$ cat src/rtl/gpu_draw_scheduler.sv
// Draw-instruction FIFO and dispatcher that feeds the shared raster engine.
// It runs a start/done handshake with the engine and reports FIFO full, occupancy and overflow.
module gpu_draw_scheduler #(
  parameter int DEPTH        = 4,
  parameter int WIDTH_BITS   = 10,
  parameter int HEIGHT_BITS  = 9,
  parameter int CHANNEL_BITS = 8
) (
  input  logic                          clk,
  input  logic                          rst,
  input  logic                          push_i,
  input  logic [3:0]                    opcode_i,
  input  logic [WIDTH_BITS-1:0]         x1_i,
  input  logic [HEIGHT_BITS-1:0]        y1_i,
  input  logic [WIDTH_BITS-1:0]         x2_i,
  input  logic [HEIGHT_BITS-1:0]        y2_i,
  input  logic [WIDTH_BITS-1:0]         rad_i,
  input  logic [2:0]                    oct_i,
  input  logic [CHANNEL_BITS-1:0]       r_i,
  input  logic [CHANNEL_BITS-1:0]       g_i,
  input  logic [CHANNEL_BITS-1:0]       b_i,
  input  logic                          clear_i,
  input  logic                          done_i,
  output logic                          start_o,
  output logic [3:0]                    cmd_opcode_o,
  output logic [WIDTH_BITS-1:0]         cmd_x1_o,
  output logic [HEIGHT_BITS-1:0]        cmd_y1_o,
  output logic [WIDTH_BITS-1:0]         cmd_x2_o,
  output logic [HEIGHT_BITS-1:0]        cmd_y2_o,
  output logic [WIDTH_BITS-1:0]         cmd_rad_o,
  output logic [2:0]                    cmd_oct_o,
  output logic [CHANNEL_BITS-1:0]       cmd_r_o,
  output logic [CHANNEL_BITS-1:0]       cmd_g_o,
  output logic [CHANNEL_BITS-1:0]       cmd_b_o,
  output logic                          busy_o,
  output logic                          full_o,
  output logic                          empty_o,
  output logic [$clog2(DEPTH+1)-1:0]    count_o,
  output logic                          overflow_o
);

  localparam int PTR_W   = $clog2(DEPTH);
  localparam int CNT_W   = $clog2(DEPTH+1);
  localparam int ENTRY_W = 4 + 3*WIDTH_BITS + 2*HEIGHT_BITS + 3 + 3*CHANNEL_BITS;
  localparam logic [CNT_W-1:0] FULL_CNT = CNT_W'(DEPTH);
  localparam logic [0:0] S_IDLE = 1'b0;
  localparam logic [0:0] S_WAIT = 1'b1;

  logic [ENTRY_W-1:0] mem_q [DEPTH];
  logic [ENTRY_W-1:0] entry_in;
  logic [ENTRY_W-1:0] cmd_q, cmd_d;
  logic [PTR_W-1:0]   wr_ptr_q, wr_ptr_d, rd_ptr_q, rd_ptr_d;
  logic [CNT_W-1:0]   count_q, count_d;
  logic [0:0]         state_q, state_d;
  logic               start_q, start_d;
  logic               overflow_q, overflow_d;
  logic               empty, full, op_ok, push_ok, pop;

  assign entry_in = {opcode_i, x1_i, y1_i, x2_i, y2_i, rad_i, oct_i, r_i, g_i, b_i};

  always_comb begin
    empty   = (count_q == '0);
    full    = (count_q == FULL_CNT);
    op_ok   = push_i && (opcode_i[3:2] == 2'b01);
    // In WAIT a pop needs done_i; in IDLE done_i plays no part.
    pop     = !empty && ((state_q == S_IDLE) || done_i);
    push_ok = op_ok && !clear_i && !full;

    state_d    = state_q;
    cmd_d      = cmd_q;
    rd_ptr_d   = rd_ptr_q;
    wr_ptr_d   = wr_ptr_q;
    count_d    = count_q;
    start_d    = pop;
    overflow_d = overflow_q | (op_ok && !clear_i && full);

    if (pop) begin
      cmd_d    = mem_q[rd_ptr_q];
      rd_ptr_d = rd_ptr_q + PTR_W'(1);
      state_d  = S_WAIT;
    end else if ((state_q == S_WAIT) && done_i) begin
      state_d = S_IDLE;
    end

    if (push_ok) wr_ptr_d = wr_ptr_q + PTR_W'(1);

    unique case ({push_ok, pop})
      2'b10:   count_d = count_q + CNT_W'(1);
      2'b01:   count_d = count_q - CNT_W'(1);
      default: count_d = count_q;
    endcase

    // Flush leaves the FSM and any command being dispatched this cycle alone.
    if (clear_i) begin
      wr_ptr_d   = '0;
      rd_ptr_d   = '0;
      count_d    = '0;
      overflow_d = 1'b0;
    end
  end

  always_ff @(posedge clk or posedge rst) begin
    if (rst) begin
      state_q    <= S_IDLE;
      cmd_q      <= '0;
      rd_ptr_q   <= '0;
      wr_ptr_q   <= '0;
      count_q    <= '0;
      start_q    <= 1'b0;
      overflow_q <= 1'b0;
    end else begin
      state_q    <= state_d;
      cmd_q      <= cmd_d;
      rd_ptr_q   <= rd_ptr_d;
      wr_ptr_q   <= wr_ptr_d;
      count_q    <= count_d;
      start_q    <= start_d;
      overflow_q <= overflow_d;
    end
  end

  always_ff @(posedge clk) begin
    if (push_ok) mem_q[wr_ptr_q] <= entry_in;
  end

  assign {cmd_opcode_o, cmd_x1_o, cmd_y1_o, cmd_x2_o, cmd_y2_o, cmd_rad_o,
          cmd_oct_o, cmd_r_o, cmd_g_o, cmd_b_o} = cmd_q;

  assign start_o    = start_q;
  assign busy_o     = (state_q == S_WAIT) || !empty;
  assign full_o     = full;
  assign empty_o    = empty;
  assign count_o    = count_q;
  assign overflow_o = overflow_q;

endmodule

$ cat config.mk
export PLATFORM = sky130hd
export DESIGN_NAME = gpu_draw_scheduler
export DESIGN_NICKNAME = d
export VERILOG_FILES = /design/src/rtl/gpu_draw_scheduler.sv
export SDC_FILE = /design/constraint.sdc
export NUM_CORES = 1
export LEC_CHECK = 0
export CAP_MARGIN = 20
export CORE_ASPECT_RATIO = 0.9
export CORE_UTILIZATION = 45
export DETAILED_ROUTE_END_ITERATION = 10
export PLACE_DENSITY = 0.69
export SYNTH_ARGS = -nofsm -noshare
export SYNTH_HDL_FRONTEND = slang
export SYNTH_SLANG_ARGS = --single-unit
export TNS_END_PERCENT = 50
$ cat constraint.sdc
create_clock -name clk -period 3.2 [get_ports clk]
set_clock_uncertainty 0.2 [all_clocks]
set_input_delay 0.64 -clock clk [delete_from_list [all_inputs] [get_ports clk]]
set_output_delay 0.64 -clock clk [all_outputs]
set_load 0.03 [all_outputs]
# ---- Word-level counts from Yosys, hierarchy flattened
# Memories as Yosys holds them, arrays and structs flattened. A register that Yosys moved wholly into a read port is not among the register bits.
# Cells that the tools add are included.
dict set report classes {
  add_sub_neg 4
  eq_ne 4
  n_mux 11
  n_bitwise 2
  reduce_logical 16
}
# operator count
set ops {}
lappend ops {{2-bit two-way mux} 4}
lappend ops {{1-bit logical AND} 6}
lappend ops {{3-bit one-hot mux with 2 select lines} 1}
lappend ops {{2-bit nonzero test} 3}
lappend ops {{1-bit two-way mux} 5}
lappend ops {{2-bit by 1-bit adder with 2-bit output (second input constant)} 2}
lappend ops {{2-bit by 1-bit == test with 1-bit output (second input constant)} 2}
lappend ops {{3-bit by 1-bit adder with 3-bit output (second input constant)} 1}
lappend ops {{3-bit == test (second input constant)} 1}
lappend ops {{1-bit zero test} 3}
lappend ops {{3-bit zero test} 1}
lappend ops {{3-bit two-way mux} 1}
lappend ops {{3-bit nonzero test} 1}
lappend ops {{3-bit by 1-bit subtractor with 3-bit output (second input constant)} 1}
lappend ops {{2-bit == test (second input constant)} 1}
lappend ops {{1-bit logical OR} 2}
lappend ops {{1-bit NOT} 1}
lappend ops {{1-bit OR} 1}
dict set report word_totals {
  ff_bits 10
  ramBits 316
  input_bits 84
  output_inout_bits 87
  word_cells 44
  memories 1
}
# memory words word_bits read_ports rd_clocked_by_memory_dff write_ports line
set mem_list {}
lappend mem_list {mem_q 4 79 1 1 1 49} ;# logic [ENTRY_W-1:0] mem_q [DEPTH];

# ---- Longest topological paths before layout
dict set report depth {
  word_depth 7
  mapped_depth 8
  depth_no_buf 8
}

# ---- Worst setup path before layout
# Ideal clock, no wire load.
dict set report synth_path {
  kind {input to register}
  startpoint {in opcode_i[3]}
  endpoint {mem mem_q[0][0] (netlist bit), enable pin}
  setup_ps 446
  t_arrival_ps 3112
  required_time_ps 2554
  setup_slack_ps -558
  path_stages 3
  path_buffers 0
  path_cell_list {nand4bb_1 -> nor2_2 -> and2_1}
}
dict set report synth_between {
  elab_chain_cells 6
}
# element line
set synth_lines {}
lappend synth_lines {{from (decl)} 12} ;# input logic [3:0] opcode_i,
lappend synth_lines {{2-bit by 1-bit == test with 1-bit output} 64} ;# op_ok = push_i && (opcode_i[3:2] == 2'b01);
lappend synth_lines {{1-bit logical AND} 64}
lappend synth_lines {{1-bit logical AND (2 in a row)} 67} ;# push_ok = op_ok && !clear_i && !full;
lappend synth_lines {{1-bit two-way mux} 123} ;# if (push_ok) mem_q[wr_ptr_q] <= entry_in;
lappend synth_lines {{1-bit two-way mux (implied by the code)} 123}
lappend synth_lines {{to (decl)} 49}
# Every way passes these cells.

# ---- Worst setup path in the final report
dict set report layout_path {
  startpoint {reg count_q[0] (netlist: count_o[0])}
  endpoint {out empty_o}
}
dict set report layout_between {
  elab_chain_cells 1
}
# element line
set layout_lines {}
lappend layout_lines {{from (decl)} 53} ;# logic [CNT_W-1:0] count_q, count_d;
lappend layout_lines {{from (signal assigned)} 116} ;# count_q <= count_d;
lappend layout_lines {{3-bit zero test} 62} ;# empty = (count_q == '0);
lappend layout_lines {{to (decl)} 37} ;# output logic empty_o,
# Every way passes these cells.

==> results.py <==
metrics = {
    "outcome": {
        "status": "finished clean",
    },
    "synth": {
        "synth_compound_area_share_pct": 0.2930,
        "async_flop_share_pct": 21.98,
        "synth_cell_types": 37,
        "synth_mux_area_share_pct": 18.10,
        "synth-xor-area-share_pct": 0.2260,
        "synth_flop_cell": "edfxtp_1",
        "yosysSeqAreaShare_pct": 78.38,
        "synth_fp_nets": 727,
        "yosysTopAreaCellShare_pct": 63.48,
        "synthesis.area_sq_um": 14950,
        "synth_area_leaders": "edfxtp_1, dfrtp_1, mux4_2",
        "yosys.area.top_type": "edfxtp_1",
        "synth_fa_ha_area_share_pct": 0.4687,
        "ys_warn_count": 0,
        "synthSimpleGateAreaFrac_pct": 1.172,
        "synth_edf_count": 316,
        "synthCells": 638,
        "ys_seq_elements": 405,
        "synth_area_per_cell_sq_um": 23.43,
        "synth_top_family_by_area": "multiplexers",
    },
    "setup_path": {
        "worstSetupStartpointType": "flip-flop",
        "r2r_slack_ns": 0.89,
        "timing.rr.end": "count_o[2]$_DFFE_PP0P_",
        "crit_fanout": 6,
        "cp.required_ns": 2.36,
        "arrival_ns": 2.26,
        "critPathCapture": "empty_o",
        "crit_path_start": "count_o[0]$_DFFE_PP0P_",
        "critPathCaptureType": "primary output",
        "r2r-start": "count_o[0]$_DFFE_PP0P_",
        "crit_type": "reg2out",
        "reg2regPathDepth": 8,
    },
    "power_and_ir_drop": {
        "switchingPower_w": 0.004628,
        "p_int_w": 0.01144,
        "p_comb_share_pct": 28.9,
        "p_seq_share_pct": 41.9,
        "clkPwrFrac_pct": 29.1,
        "p_leak_nw": 6.283,
        "ir_drop_uv": 485.1,
        "p_per_area_nw_per_um2": 856.8,
        "p_sw_share_pct": 28.81,
    },
    "clock_tree": {
        "clk_latency_ns": 0.53,
        "cts-resized-gates": 0,
        "ctsHtreeMaxLevel": 2,
        "hold_buffers": 0,
        "cts_tree": "yes",
        "clk_pin_slew_ns": 0.06,
        "cts_inserted_buffers": 41,
        "numClockSinks": 405,
        "cts-root-buf": "clkbuf_16",
        "cts_buffer_depth": 3,
        "postCtsSetupBuffers": 0,
    },
    "place": {
        "place_congestion": 0.7362,
        "pre_cts_slack_ns": 0.2402,
        "placed_area_sq_um": 17400,
        "io_buffers": 170,
        "dp_hpwl_um": 17590,
    },
    "floorplanning": {
        "fp.dieH_um": 174.9,
        "dieArea_sq_um": 33950,
        "ios": 171,
        "start_util_pct": 46.32,
        "fp.coreArea_sq_um": 32270,
        "row_count": 62,
        "fp.dieW_um": 194.1,
    },
    "sta": {
        "worst_slack_ns": 0.1027,
        "finalCritPeriodShare_pct": 96.79,
        "rsz0062_at_grt": "false",
        "tightest_slew_ns": 0.6038,
        "relSlewSlack_pct": 59.75,
        "slew_violations": 0,
        "whs_ns": 0.3054,
        "hold_viol": 0,
        "setup_viol": 0,
        "min_period_ns": 3.097,
        "clock.fmax_mhz": 322.9,
    },
    "finish": {
        "syn_to_final_growth_pct": 25.42,
        "final_nets": 940,
        "layout_commonest_cell": "edfxtp_1",
        "mostFrequentLayoutCells": "edfxtp_1, clkdlybuf4s50_1, dfrtp_1",
        "fillCellCount": 2369,
        "drive_gt1_share_pct": 29.33,
        "final_area_sq_um": 18750,
    },
    "drt": {
        "drc_errors": 0,
        "drtPass1Iterations": 4,
        "wl_um": 28390,
        "ant_nets": 0,
        "via_count": 6873,
        "post_drt_wl_per_cell_um": 21.82,
        "drtIter0Drc": 391,
        "via_per_inst": 5.283,
    },
    "global_routing": {
        "grt_pass1_wl_um": 44660,
        "antenna_found_initial": 2,
        "grt_pass1_vias": 7462,
        "grt_max_degree": 56,
        "overflow": 0,
        "grt_use_total_pct": 17.37,
    },
    "flow_run": {
        "drv.max_cap_violation_count": 0,
    },
    "hold_path": {
        "hold_path_class": "reg2reg",
    },
}
[synth_stat cells (2+ instances only)]
library cell  instances
and2_1                4
buf_2                 9
buf_6                 3
clkbuf_1             10
clkbuf_8              5
dfrtp_1              89
edfxtp_1            316
ha_1                  4
inv_1                 4
mux2_2               80
mux4_2               79
nand2_1               2
nand2b_1              4
nor2_1                5
nor3_1                2
[power by group through the flow]
stage               Sequential, W  Combinational, W  Clock, W
finish                    0.00674           0.00465   0.00468
detailed placement        0.00685           0.00470         0
CTS                       0.00676           0.00472   0.00480
global placement          0.00685           0.00465         0
floorplan                 0.00773           0.00201         0
global route              0.00683           0.00491   0.00501
[layer usage]
layer / global-route usage, % / up-vias / wire [um]
met4: 3.836 / 0 / 404
met1: 24.96 / 3627 / 13000
met3: 4.034 / 40 / 1569
li1: - / 3039 / -
met2: 27.29 / 167 / 13410
met5: 0 / - / 0
[state kept, by name, summed over array words and instances, names as in the netlist]
| name | cells |
|---|---|
| wr_ptr_q | 2 |
| cmd_q | 79 |
| count_o | 3 |
| state_q | 1 |
| overflow_o | 1 |
| mem_q | 316 |
| start_o | 1 |
| rd_ptr_q | 2 |
[metrics by stage]
stage	cells	power [W]	util [%]	TNS (ns)
global route	1299	0.01675	58.08	0
floorplan	638	0.009741	-	-88.16
global placement	1224	0.01150	53.90	0
CTS	1299	0.01628	58.08	0
detailed placement	1224	0.01155	53.90	0
finish	1301	0.01606	58.10	0
[worst min path at each step]
stage | endpoint | cells past startpoint | start | slack (ns)
global route | cmd_q[33]$_DFFE_PP0P_ | 1 | cmd_q[33]$_DFFE_PP0P_ | 0.32
CTS | cmd_q[57]$_DFFE_PP0P_ | 1 | cmd_q[57]$_DFFE_PP0P_ | 0.31
global placement | overflow_o$_DFF_PP0_ | 2 | overflow_o$_DFF_PP0_ | 0.28
floorplan | state_q$_DFFE_PP0P_ | 2 | state_q$_DFFE_PP0P_ | 0.34
detailed placement | cmd_q[57]$_DFFE_PP0P_ | 1 | cmd_q[57]$_DFFE_PP0P_ | 0.30
finish | cmd_q[57]$_DFFE_PP0P_ | 1 | cmd_q[57]$_DFFE_PP0P_ | 0.31
[area by class of cell]
cell class	count	area (sq um)	share of cell area, %
multi-input combinational	201	3038	16.20
antenna	2	5.005	0.02670
tap	416	520.5	2.776
clock buffer	64	1214	6.474
sequential	405	11720	62.53
inverter	5	21.27	0.1135
clock inverter	11	133.9	0.7141
timing repair buffer	197	2092	11.16
[kinds of logic after synthesis]
family                   count (synthesis)
adder cells (fa/ha/maj)                  5
flip-flops                             405
multiplexers                           161
AO/OA/AOI/OAI                            5
AND/OR/NAND/NOR                         27
XOR/XNOR                                 3
buffers and inverters                   32
[worst max-delay path, stage by stage (launching register included)]
cell             delay, ns
dfrtp_1               0.47
or3_4                 0.45
inv_2                 0.13
clkdlybuf4s50_1       0.69
Power figures use the tool's default switching activity.
